`config.mk`:
```
export PLATFORM = sky130hd
export DESIGN_NAME = instr_encoder
export DESIGN_NICKNAME = d
export VERILOG_FILES = /design/src/rtl/rv_pkg.sv /design/src/rtl/instr_fifo.sv /design/src/rtl/instr_encoder.sv
export SDC_FILE = /design/constraint.sdc
export NUM_CORES = 1
export LEC_CHECK = 0
export ABC_CLOCK_PERIOD_IN_PS = 5100
export CAP_MARGIN = 10
export CELL_PAD_IN_SITES_DETAIL_PLACEMENT = 1
export CELL_PAD_IN_SITES_GLOBAL_PLACEMENT = 1
export CORE_ASPECT_RATIO = 1.5
export CORE_MARGIN = 2
export CORE_UTILIZATION = 40
export CTS_CLUSTER_DIAMETER = 50
export DETAILED_ROUTE_END_ITERATION = 10
export GPL_ROUTABILITY_DRIVEN = 0
export PLACE_DENSITY_LB_ADDON = 0.1
export SYNTH_ARGS = -nofsm -noshare
export SYNTH_HDL_FRONTEND = slang
export SYNTH_HIERARCHICAL = 1
export SYNTH_SLANG_ARGS = --single-unit
export TNS_END_PERCENT = 1
```
`constraint.sdc`:
```
create_clock -name clk_i -period 5.1 [get_ports clk_i]
set_input_delay 1.02 -clock clk_i [delete_from_list [all_inputs] [get_ports clk_i]]
set_output_delay 1.02 -clock clk_i [all_outputs]
set_load 0.05 [all_outputs]
```
`src/rtl/rv_pkg.sv`:
```
// RV32I OP / OP-IMM opcode and funct7 constants, plus field encoders.
package rv_pkg;

  localparam logic [6:0]  OPC_OP_IMM = 7'b0010011;
  localparam logic [6:0]  OPC_OP     = 7'b0110011;
  localparam logic [6:0]  F7_BASE    = 7'h00;
  localparam logic [6:0]  F7_ALT     = 7'h20;
  localparam logic [6:0]  F7_MULDIV  = 7'h01;
  localparam logic [31:0] INSTR_NOP  = 32'h0000_0013;

  function automatic logic [31:0] encode_i(input logic [11:0] imm, input logic [4:0] rs1,
                                           input logic [2:0] funct3, input logic [4:0] rd);
    return {imm, rs1, funct3, rd, OPC_OP_IMM};
  endfunction

  function automatic logic [31:0] encode_r(input logic [6:0] funct7, input logic [4:0] rs2,
                                           input logic [4:0] rs1, input logic [2:0] funct3,
                                           input logic [4:0] rd);
    return {funct7, rs2, rs1, funct3, rd, OPC_OP};
  endfunction

endpackage

```
`src/rtl/instr_fifo.sv`:
```
// Show-ahead FIFO: the head entry sits in a register so it holds its last value once the FIFO drains.
module instr_fifo #(
  parameter int              DEPTH    = 4,
  parameter int              W        = 64,
  parameter logic [W-1:0]    RST_DATA = '0
) (
  input  logic                     clk_i,
  input  logic                     rst_i,
  input  logic                     flush_i,
  input  logic                     push,
  input  logic [W-1:0]             wdata,
  input  logic                     pop,
  output logic [W-1:0]             rdata,
  output logic [$clog2(DEPTH):0]   count,
  output logic                     full,
  output logic                     empty
);

  localparam int              PW       = $clog2(DEPTH);
  localparam logic [PW:0]     CNT_FULL = (PW+1)'(DEPTH);
  localparam logic [PW:0]     CNT_ONE  = (PW+1)'(1);

  logic [W-1:0]  mem [DEPTH];
  logic [PW-1:0] wr_ptr;
  logic [PW-1:0] rd_ptr;
  logic [PW-1:0] rd_ptr_next;
  logic          do_push;
  logic          do_pop;

  assign full        = (count == CNT_FULL);
  assign empty       = (count == '0);
  assign do_push     = push && !full && !flush_i;
  assign do_pop      = pop && !empty && !flush_i;
  assign rd_ptr_next = rd_ptr + 1'b1;

  always_ff @(posedge clk_i) begin
    if (do_push) mem[wr_ptr] <= wdata;
  end

  always_ff @(posedge clk_i or negedge rst_i) begin
    if (!rst_i) begin
      wr_ptr <= '0;
      rd_ptr <= '0;
      count  <= '0;
      rdata  <= RST_DATA;
    end else if (flush_i) begin
      wr_ptr <= '0;
      rd_ptr <= '0;
      count  <= '0;
    end else begin
      if (do_push) wr_ptr <= wr_ptr + 1'b1;
      if (do_pop)  rd_ptr <= rd_ptr_next;
      if (do_push && !do_pop)      count <= count + CNT_ONE;
      else if (do_pop && !do_push) count <= count - CNT_ONE;
      // Head refresh: next stored entry, or the incoming word when it becomes the head.
      if (do_pop && count > CNT_ONE)          rdata <= mem[rd_ptr_next];
      else if (do_push && (empty || do_pop))  rdata <= wdata;
    end
  end

endmodule

```
`src/rtl/instr_encoder.sv`:
```
// Encodes RV32I OP/OP-IMM requests, checks legality and queues {word, address} pairs.
// Optional macro NOP_ON_ILLEGAL_EN: illegal requests enqueue a NOP instead of being dropped.
module instr_encoder
  import rv_pkg::*;
#(
  parameter int                 DEPTH     = 4,
  parameter int                 ADDR_W    = 32,
  parameter logic [ADDR_W-1:0]  BASE_ADDR = '0
) (
  input  logic                       clk_i,
  input  logic                       rst_i,
  input  logic                       flush_i,
  input  logic                       req_valid_i,
  output logic                       req_ready_o,
  input  logic                       req_rtype_i,
  input  logic [2:0]                 req_funct3_i,
  input  logic [6:0]                 req_funct7_i,
  input  logic [4:0]                 req_rd_i,
  input  logic [4:0]                 req_rs1_i,
  input  logic [4:0]                 req_rs2_i,
  input  logic [11:0]                req_imm_i,
  output logic                       instr_valid_o,
  input  logic                       instr_ready_i,
  output logic [31:0]                instr_o,
  output logic [ADDR_W-1:0]          instr_addr_o,
  output logic [$clog2(DEPTH):0]     count_o,
  output logic                       illegal_o
);

  logic                legal;
  logic                accept;
  logic                push;
  logic [31:0]         enc_word;
  logic [31:0]         push_word;
  logic [ADDR_W-1:0]   next_addr;
  logic                full;
  logic                empty;

  always_comb begin
    legal = 1'b1;
    if (req_rtype_i) begin
      if (!(req_funct7_i inside {F7_BASE, F7_ALT, F7_MULDIV}))
        legal = 1'b0;
      else if (req_funct7_i == F7_ALT && !(req_funct3_i inside {3'b000, 3'b101}))
        legal = 1'b0;
    end else begin
      // Shift-immediate forms reuse imm[11:5] as a funct7 field.
      if (req_funct3_i == 3'b001 && req_imm_i[11:5] != 7'h00)
        legal = 1'b0;
      if (req_funct3_i == 3'b101 && !(req_imm_i[11:5] inside {F7_BASE, F7_ALT}))
        legal = 1'b0;
    end
  end

  assign enc_word = req_rtype_i
                  ? encode_r(req_funct7_i, req_rs2_i, req_rs1_i, req_funct3_i, req_rd_i)
                  : encode_i(req_imm_i, req_rs1_i, req_funct3_i, req_rd_i);

  assign req_ready_o = !full && !flush_i;
  assign accept      = req_valid_i && req_ready_o;

`ifdef NOP_ON_ILLEGAL_EN
  assign push      = accept;
  assign push_word = legal ? enc_word : INSTR_NOP;
`else
  assign push      = accept && legal;
  assign push_word = enc_word;
`endif

  always_ff @(posedge clk_i or negedge rst_i) begin
    if (!rst_i) begin
      next_addr <= BASE_ADDR;
      illegal_o <= 1'b0;
    end else begin
      illegal_o <= accept && !legal;
      if (flush_i)   next_addr <= BASE_ADDR;
      else if (push) next_addr <= next_addr + ADDR_W'(4);
    end
  end

  instr_fifo #(
    .DEPTH    (DEPTH),
    .W        (32 + ADDR_W),
    .RST_DATA ({32'h0, BASE_ADDR})
  ) u_fifo (
    .clk_i   (clk_i),
    .rst_i   (rst_i),
    .flush_i (flush_i),
    .push    (push),
    .wdata   ({push_word, next_addr}),
    .pop     (instr_ready_i),
    .rdata   ({instr_o, instr_addr_o}),
    .count   (count_o),
    .full    (full),
    .empty   (empty)
  );

  assign instr_valid_o = !empty;

endmodule

```
## Word level (Yosys, flattened, before mapping)

Memory sizes are Yosys's and may differ from the RTL's.
Cells that the tools add are included.

| word-level totals | value |
|---|---|
| flip-flop bits (word level) | 104 |
| bits in writable memories | 256 |
| input port bits | 43 |
| word-level logic and storage cells | 77 |
| memories | 1 |

Memories:

| name | depth | width | read ports | clocked after Yosys merged registers in | wr ports | RTL line | RTL |
|---|---|---|---|---|---|---|---|
| u_fifo.mem | 4 | 64 | 1 | 0 | 1 | instr_fifo.sv:23 | `logic [W-1:0] mem [DEPTH];` |

| cells by class | value |
|---|---|
| add/subtract/negate cells | 5 |
| $lt $le $gt $ge | 1 |
| eq/ne operators | 6 |
| multiplexer cells | 19 |
| bitwise gates (word level) | 1 |
| reductions and logical operators | 38 |

Operators by type and width:

| kind | number |
|---|---|
| 64-bit two-way mux | 2 |
| 32-bit two-way mux | 3 |
| 32-bit by 3-bit adder with 32-bit output, second input constant | 1 |
| 1-bit logical AND | 15 |
| 7-bit by 6-bit equality test with 1-bit output, second input constant | 2 |
| 7-bit logical NOT | 2 |
| 2-bit nonzero test | 6 |
| 3-bit two-way mux | 3 |
| 1-bit logical NOT | 8 |
| 2-bit two-way mux | 4 |
| 7-bit by 1-bit equality test with 1-bit output, second input constant | 1 |
| 1-bit two-way mux | 7 |
| 7-bit nonzero test | 1 |
| 3-bit equality test, second input constant | 2 |
| 3-bit logical NOT | 2 |
| 3-bit nonzero test | 2 |
| 2-bit by 1-bit adder with 2-bit output, second input constant | 2 |
| 3-bit by 1-bit adder with 3-bit output, second input constant | 1 |
| 3-bit by 1-bit equality test with 1-bit output, second input constant | 1 |
| 3-bit by 1-bit greater-than comparator with 1-bit output, second input constant | 1 |
| 3-bit by 1-bit subtractor with 3-bit output, second input constant | 1 |
| 2-bit AND reduction | 1 |
| 1-bit logical OR | 1 |
| 1-bit NOT | 1 |

## Longest topological paths before layout

| logic depth | value |
|---|---|
| depth after elaboration | 15 |
| mapped depth | 13 |
| gate-level depth less buffers | 11 |

## Modules after synthesis

Netlist, hierarchy kept.

Modules (own cells, without submodules):

| module | times used | cells an instance | area each (um2) | seq. area each (um2) |
|---|---|---|---|---|
| instr_fifo | 1 | 599 | 13,147.6 | 9,464.1 |
| instr_encoder | 1 | 235 | 2,097.0 | 775.7 |

## Worst setup path before layout

Ideal clock, no wire load.

| timing path | value |
|---|---|
| path type | register to register |
| start point | reg u_fifo.count[1] |
| end point | mem u_fifo.mem[0][0] (enable) |
| library setup time | 0.429 ns |
| arrival time | 5.013 ns |
| path slack | -0.342 ns |
| cell stages (with the launch flop) | 12 |
| clock period less this slack | 5.442 ns |
| cells stage by stage | dfrtp_1 > inv_1 > ha_1 > and2_1 > nor2_1 > and2_1 > nand3_1 > clkbuf_1 > nand2_1 > a21boi_0 > clkbuf_1 > and3_1 |

| on the way | value |
|---|---|
| word-level cells in the longest chain between the ends | 9 |

Ends and longest elaborated chain:

| item | RTL line | RTL |
|---|---|---|
| start: declaration | instr_fifo.sv:14 | `output logic [$clog2(DEPTH):0] count,` |
| start signal: assignment | instr_fifo.sv:53 | `if (do_push && !do_pop) count <= count + CNT_ONE;` |
| start signal: assignment | instr_fifo.sv:54 | `else if (do_pop && !do_push) count <= count - CNT_ONE;` |
| 3-bit equality test | instr_fifo.sv:30 | `assign full = (count == CNT_FULL);` |
| via full | instr_encoder.sv:36 | `logic full;` |
| 1-bit logical NOT | instr_encoder.sv:59 | `assign req_ready_o = !full && !flush_i;` |
| 1-bit logical AND | instr_encoder.sv:59 |  |
| via req_ready_o | instr_encoder.sv:14 | `output logic req_ready_o,` |
| 1-bit logical AND | instr_encoder.sv:60 | `assign accept = req_valid_i && req_ready_o;` |
| 1-bit logical AND | instr_encoder.sv:66 | `assign push = accept && legal;` |
| via push | instr_encoder.sv:32 | `logic push;` |
| 1-bit logical AND (2 in a row) | instr_fifo.sv:32 | `assign do_push = push && !full && !flush_i;` |
| 1-bit two-way mux | instr_fifo.sv:37 | `if (do_push) mem[wr_ptr] <= wdata;` |
| 1-bit two-way mux (not written as such) | instr_fifo.sv:37 |  |
| end: declaration | instr_fifo.sv:23 |  |

The timed path passes the listed nets, and every way through them passes these cells.

## Worst setup path in the final report

| timing path | value |
|---|---|
| start point | in req_imm_i[7] |
| end point | reg u_fifo.rdata[26] |

| on the way | value |
|---|---|
| word-level cells in the longest chain between the ends | 12 |

Ends and longest elaborated chain:

| item | RTL line | RTL |
|---|---|---|
| start: declaration | instr_encoder.sv:21 | `input logic [11:0] req_imm_i,` |
| 7-bit by 6-bit equality test with 1-bit output / 7-bit logical NOT (equally long branches) | instr_encoder.sv:50 | `if (req_funct3_i == 3'b101 && !(req_imm_i[11:5] inside {F7_BASE, F7_ALT}))` |
| 2-bit nonzero test | instr_encoder.sv:50 |  |
| 1-bit logical NOT | instr_encoder.sv:50 |  |
| 1-bit logical AND | instr_encoder.sv:50 |  |
| 1-bit two-way mux (*) | instr_encoder.sv:50 |  |
| 1-bit two-way mux (*) | instr_encoder.sv:41 | `if (req_rtype_i) begin` |
| 1-bit logical AND (*) | instr_encoder.sv:66 |  |
| via push | instr_encoder.sv:32 |  |
| 1-bit logical AND (*) (2 in a row) | instr_fifo.sv:32 |  |
| 1-bit logical AND (*) | instr_fifo.sv:57 | `else if (do_push && (empty \|\| do_pop)) rdata <= wdata;` |
| 2-bit nonzero test (no source line) (*) | -- |  |
| 2-bit AND reduction (no source line) (*) | -- |  |
| end signal: assignment | instr_fifo.sv:56 | `if (do_pop && count > CNT_ONE) rdata <= mem[rd_ptr_next];` |
| end signal: assignment | instr_fifo.sv:57 |  |
| end: declaration | instr_fifo.sv:13 | `output logic [W-1:0] rdata,` |

Mark *: on every way through the listed nets, which the timed path passes. The rest lies on a longest branch.
A chain may end at the register's enable or synchronous reset.

==> summary.md <==
* finished clean — outcome
* 5.222 — routed vias/inst
* 2 — number of H-tree branching levels
* 1456 — Placed Instances
* 3.742 ns — Tmin final
* 0.06 ns — clock-pin slew of the registers on the worst-case setup and hold paths
* 0.7337 — part of the cycle the worst path needs
* 64 — critical path fanouts, max
* sky130_fd_sc_hd__edfxtp_1 — most common flop cell mapped by yosys
* 243.1 um — y dimension of the die
* 0 — antenna fix cells
* u_fifo/count[0] — startpoint of the most critical register-to-register path
* sky130_fd_sc_hd__edfxtp_1, sky130_fd_sc_hd__dfrtp_1, sky130_fd_sc_hd__mux4_2, sky130_fd_sc_hd__mux2_2, sky130_fd_sc_hd__mux2_4 — top area cells in the synthesized netlist
* 0 — DRC violation count after routing
* 0 — number of antenna violations at the first check in global routing
* 17070 um2 — cell area after placement
* 0.01918 ns — Layout Skew
* u_fifo/rdata[26] — destination of the worst register-to-register timing path
* 7990 — detailed-route via count
* in2async — class of the most critical hold timing path
* 0.5036 ns — Min Hold Slack
* 6 — number of warnings issued by yosys
* 834 — Post-Synthesis Cells
* 0.5043 — top cell type's share of synthesized area
* 0 ns — setup_tns
* 0 — remaining global-route overflow
* 163.4 um — Chip Width
* 3 — buffer depth of the longest clock path
* 0 — antenna violation net count after detailed routing
* 0 — cells resized by post-CTS repair
* 65 — pin count of the biggest net entering global routing
* 19410 um — sum of net half-perimeters after detailed placement
* 358 — number of flip-flops and latches in the synthesized netlist
* 267.2 MHz — achievable frequency
* 113 — number of top-level pins
* 15240 um2 — post-synth design cell area
* 39720 um2 — Die Outline Area
* input port — crit path launch type
* 87 — row count
* 18430 um2 — final design area excluding fillers
* 0.4111 — Max transition margin
* 52 — Synth cell types
* 0.54 ns — clock latency at the later pin of the worst-skew pair
* 0.8834 ns — worst-margin pin slew
* 12 — depth of the worst register-to-register path
* 0.4010 mV — peak supply drop
* sky130_fd_sc_hd__clkbuf_16 — Clk Tree Root Cell
* 32920 um — aggregate routed wire length
* 0.4059 — Starting Density
* 256 — number of enable-type register cells in the synthesized netlist
* 358 — Clock Sink Count
* 4836 um2 — multi-input logic area
* 1.60 ns — reg2reg setup slack
* 0.2978 — fraction of layout instances using a drive strength above 1
* 0.6717 — portion of the post-synthesis area used by sequential elements
* 0.7602 ns — worst slack at placement
* 18.28 um2 — Synth Area per Inst
* in2reg — startpoint-to-endpoint class of the critical path
* 0 — final setup vio count
* sky130_fd_sc_hd__edfxtp_1 — library cell with the highest instance count after synthesis
* 0.2849 — async set-or-reset flop fraction in the synthesized netlist
* flip-flop — capturing element type of the critical path
* sky130_fd_sc_hd__edfxtp_1 — top cell type by total area after synthesis
* 1530 — Finished Layout Cells
* 1.358 ns — PnR worst setup slack
* 0 — number of endpoints with negative hold slack in the final report
* 20.90% — layout overhead on the synthesized area
* 4 — number of detailed-route iterations in the first pass
* 52330 um — wire length of the first global-routing pass
* 472.9 nW/um2 — power per cell area
* 4.15 ns — arrival time of data at the critical path endpoint
* 5.51 ns — endpoint required time on the critical path
* 0 — Max Transition Viols Final
* 8912 — vias in the first global route
* 21.52 um — per-cell routed wire length
* 37550 um2 — Std-Cell Core Area
* 0.006608 uW — leakage power total
* 3554 — fill count
* done — CTS tree
* 0 — number of buffers inserted for hold repair after clock tree synthesis
* 40 — total CTS buffers
* 0.1727 — overall fraction of global-route tracks in use
* 346 — violation count after the first detailed-route iteration
* 112 — number of buffers added on ports
* 0 — max-cap viol count
* no — setup repair after global routing missed its margin
* 0 — total setup buffers inserted after CTS
* 1061 — final layout net count
* sky130_fd_sc_hd__edfxtp_1, sky130_fd_sc_hd__mux2_2, sky130_fd_sc_hd__dfrtp_1 — most frequent cells after synthesis
* 10240 um2 — register cell area after layout
flip-flops by register name, indices dropped and copies added (netlist names):
register       flops
u_fifo/mem       256
illegal_o          1
u_fifo/rd_ptr      2
u_fifo/rdata      64
u_fifo/count       3
next_addr         30
u_fifo/wr_ptr      2
per-layer routing:
layer	part of all wire	wire (um)	GRT usage
met1	0.43	14160	0.2292
met4	0.026	855	0.05336
met5	0	0	0
met2	0.51	16860	0.2947
met3	0.032	1042	0.02221
power breakdown:
part	internal [uW]	switching [uW]	total [uW]
Combinational	957	1310	2270
Sequential	3340	171	3510
Clock	1750	1180	2930
through the flow:
step / power (uW) / utilization
after CTS: 8852 / 0.4908
after global routing: 9064 / 0.4908
after floorplan: 5157 / -
after detailed placement: 5876 / 0.4546
after global placement: 5859 / 0.4546
final: 8716 / 0.4908
cells by family after synthesis:
| family | count (synthesis) | synth area share |
|---|---|---|
| flip-flops | 358 | 0.6717 |
| AND/OR/NAND/NOR | 134 | 0.04793 |
| buffers and inverters | 47 | 0.02134 |
| multiplexers | 225 | 0.2237 |
| XOR/XNOR | 5 | 0.003776 |
| AO/OA/AOI/OAI | 53 | 0.02306 |
| adder cells (fa/ha/maj) | 10 | 0.008043 |
| other | 2 | 0.0004926 |
final cells by class:
| class | count | share of cell area |
|---|---|---|
| Tap cell | 489 | 0.03320 |
| Timing Repair Buffer | 133 | 0.07304 |
| Sequential cell | 358 | 0.5558 |
| Inverter | 9 | 0.001833 |
| Clock buffer | 53 | 0.05981 |
| Multi-Input combinational cell | 467 | 0.2624 |
| Clock inverter | 21 | 0.01392 |
critical path, cell delays in order:
cell and delay, ns:
sky130_fd_sc_hd__clkdlybuf4s50_1 0.43, sky130_fd_sc_hd__or4_4 0.54, sky130_fd_sc_hd__o41ai_4 0.39, sky130_fd_sc_hd__nand2_1 0.10, sky130_fd_sc_hd__buf_4 0.22, sky130_fd_sc_hd__nand2_1 0.17, sky130_fd_sc_hd__o21ai_0 0.16, sky130_fd_sc_hd__a31oi_4 0.22
sky130_fd_sc_hd__buf_12 0.44, sky130_fd_sc_hd__mux2_2 0.39
how the worst max path moves through the flow:
| stage | depth (start not counted) | from | endpoint | slack [ns] |
|---|---|---|---|---|
| finish | 10 | req_imm_i[7] | u_fifo/rdata[26] | 1.36 |
| global placement | 10 | req_imm_i[8] | u_fifo/rdata[57] | 0.80 |
| detailed placement | 10 | req_imm_i[7] | u_fifo/rdata[60] | 0.76 |
| CTS | 10 | req_imm_i[7] | u_fifo/rdata[26] | 1.32 |
| global route | 10 | req_imm_i[8] | u_fifo/rdata[60] | 1.16 |
| floorplan | 11 | u_fifo/count[1] | u_fifo/mem[1][0] | -0.34 |
cells in the final DEF (no fill, tap or decap), types with 6 or more instances in the layout:
master and n:
sky130_fd_sc_hd__or3_1 7, sky130_fd_sc_hd__clkbuf_1 10, sky130_fd_sc_hd__mux4_2 64, sky130_fd_sc_hd__buf_12 6, sky130_fd_sc_hd__edfxtp_1 256, sky130_fd_sc_hd__clkdlybuf4s50_1 110
sky130_fd_sc_hd__dfrtp_1 100, sky130_fd_sc_hd__nand3_1 15, sky130_fd_sc_hd__inv_1 9, sky130_fd_sc_hd__nand2_1 13, sky130_fd_sc_hd__clkbuf_16 42, sky130_fd_sc_hd__nand4_1 11
sky130_fd_sc_hd__and3_1 6, sky130_fd_sc_hd__nor2b_1 21, sky130_fd_sc_hd__mux2_1 10, sky130_fd_sc_hd__mux2_4 42, sky130_fd_sc_hd__and2_1 7, sky130_fd_sc_hd__conb_1 40
sky130_fd_sc_hd__nor2_1 33, sky130_fd_sc_hd__buf_4 16, sky130_fd_sc_hd__a21oi_1 26, sky130_fd_sc_hd__o21ai_0 12, sky130_fd_sc_hd__ha_1 9, sky130_fd_sc_hd__mux2_2 107
Note: power is estimated with default switching activity, not from simulation.
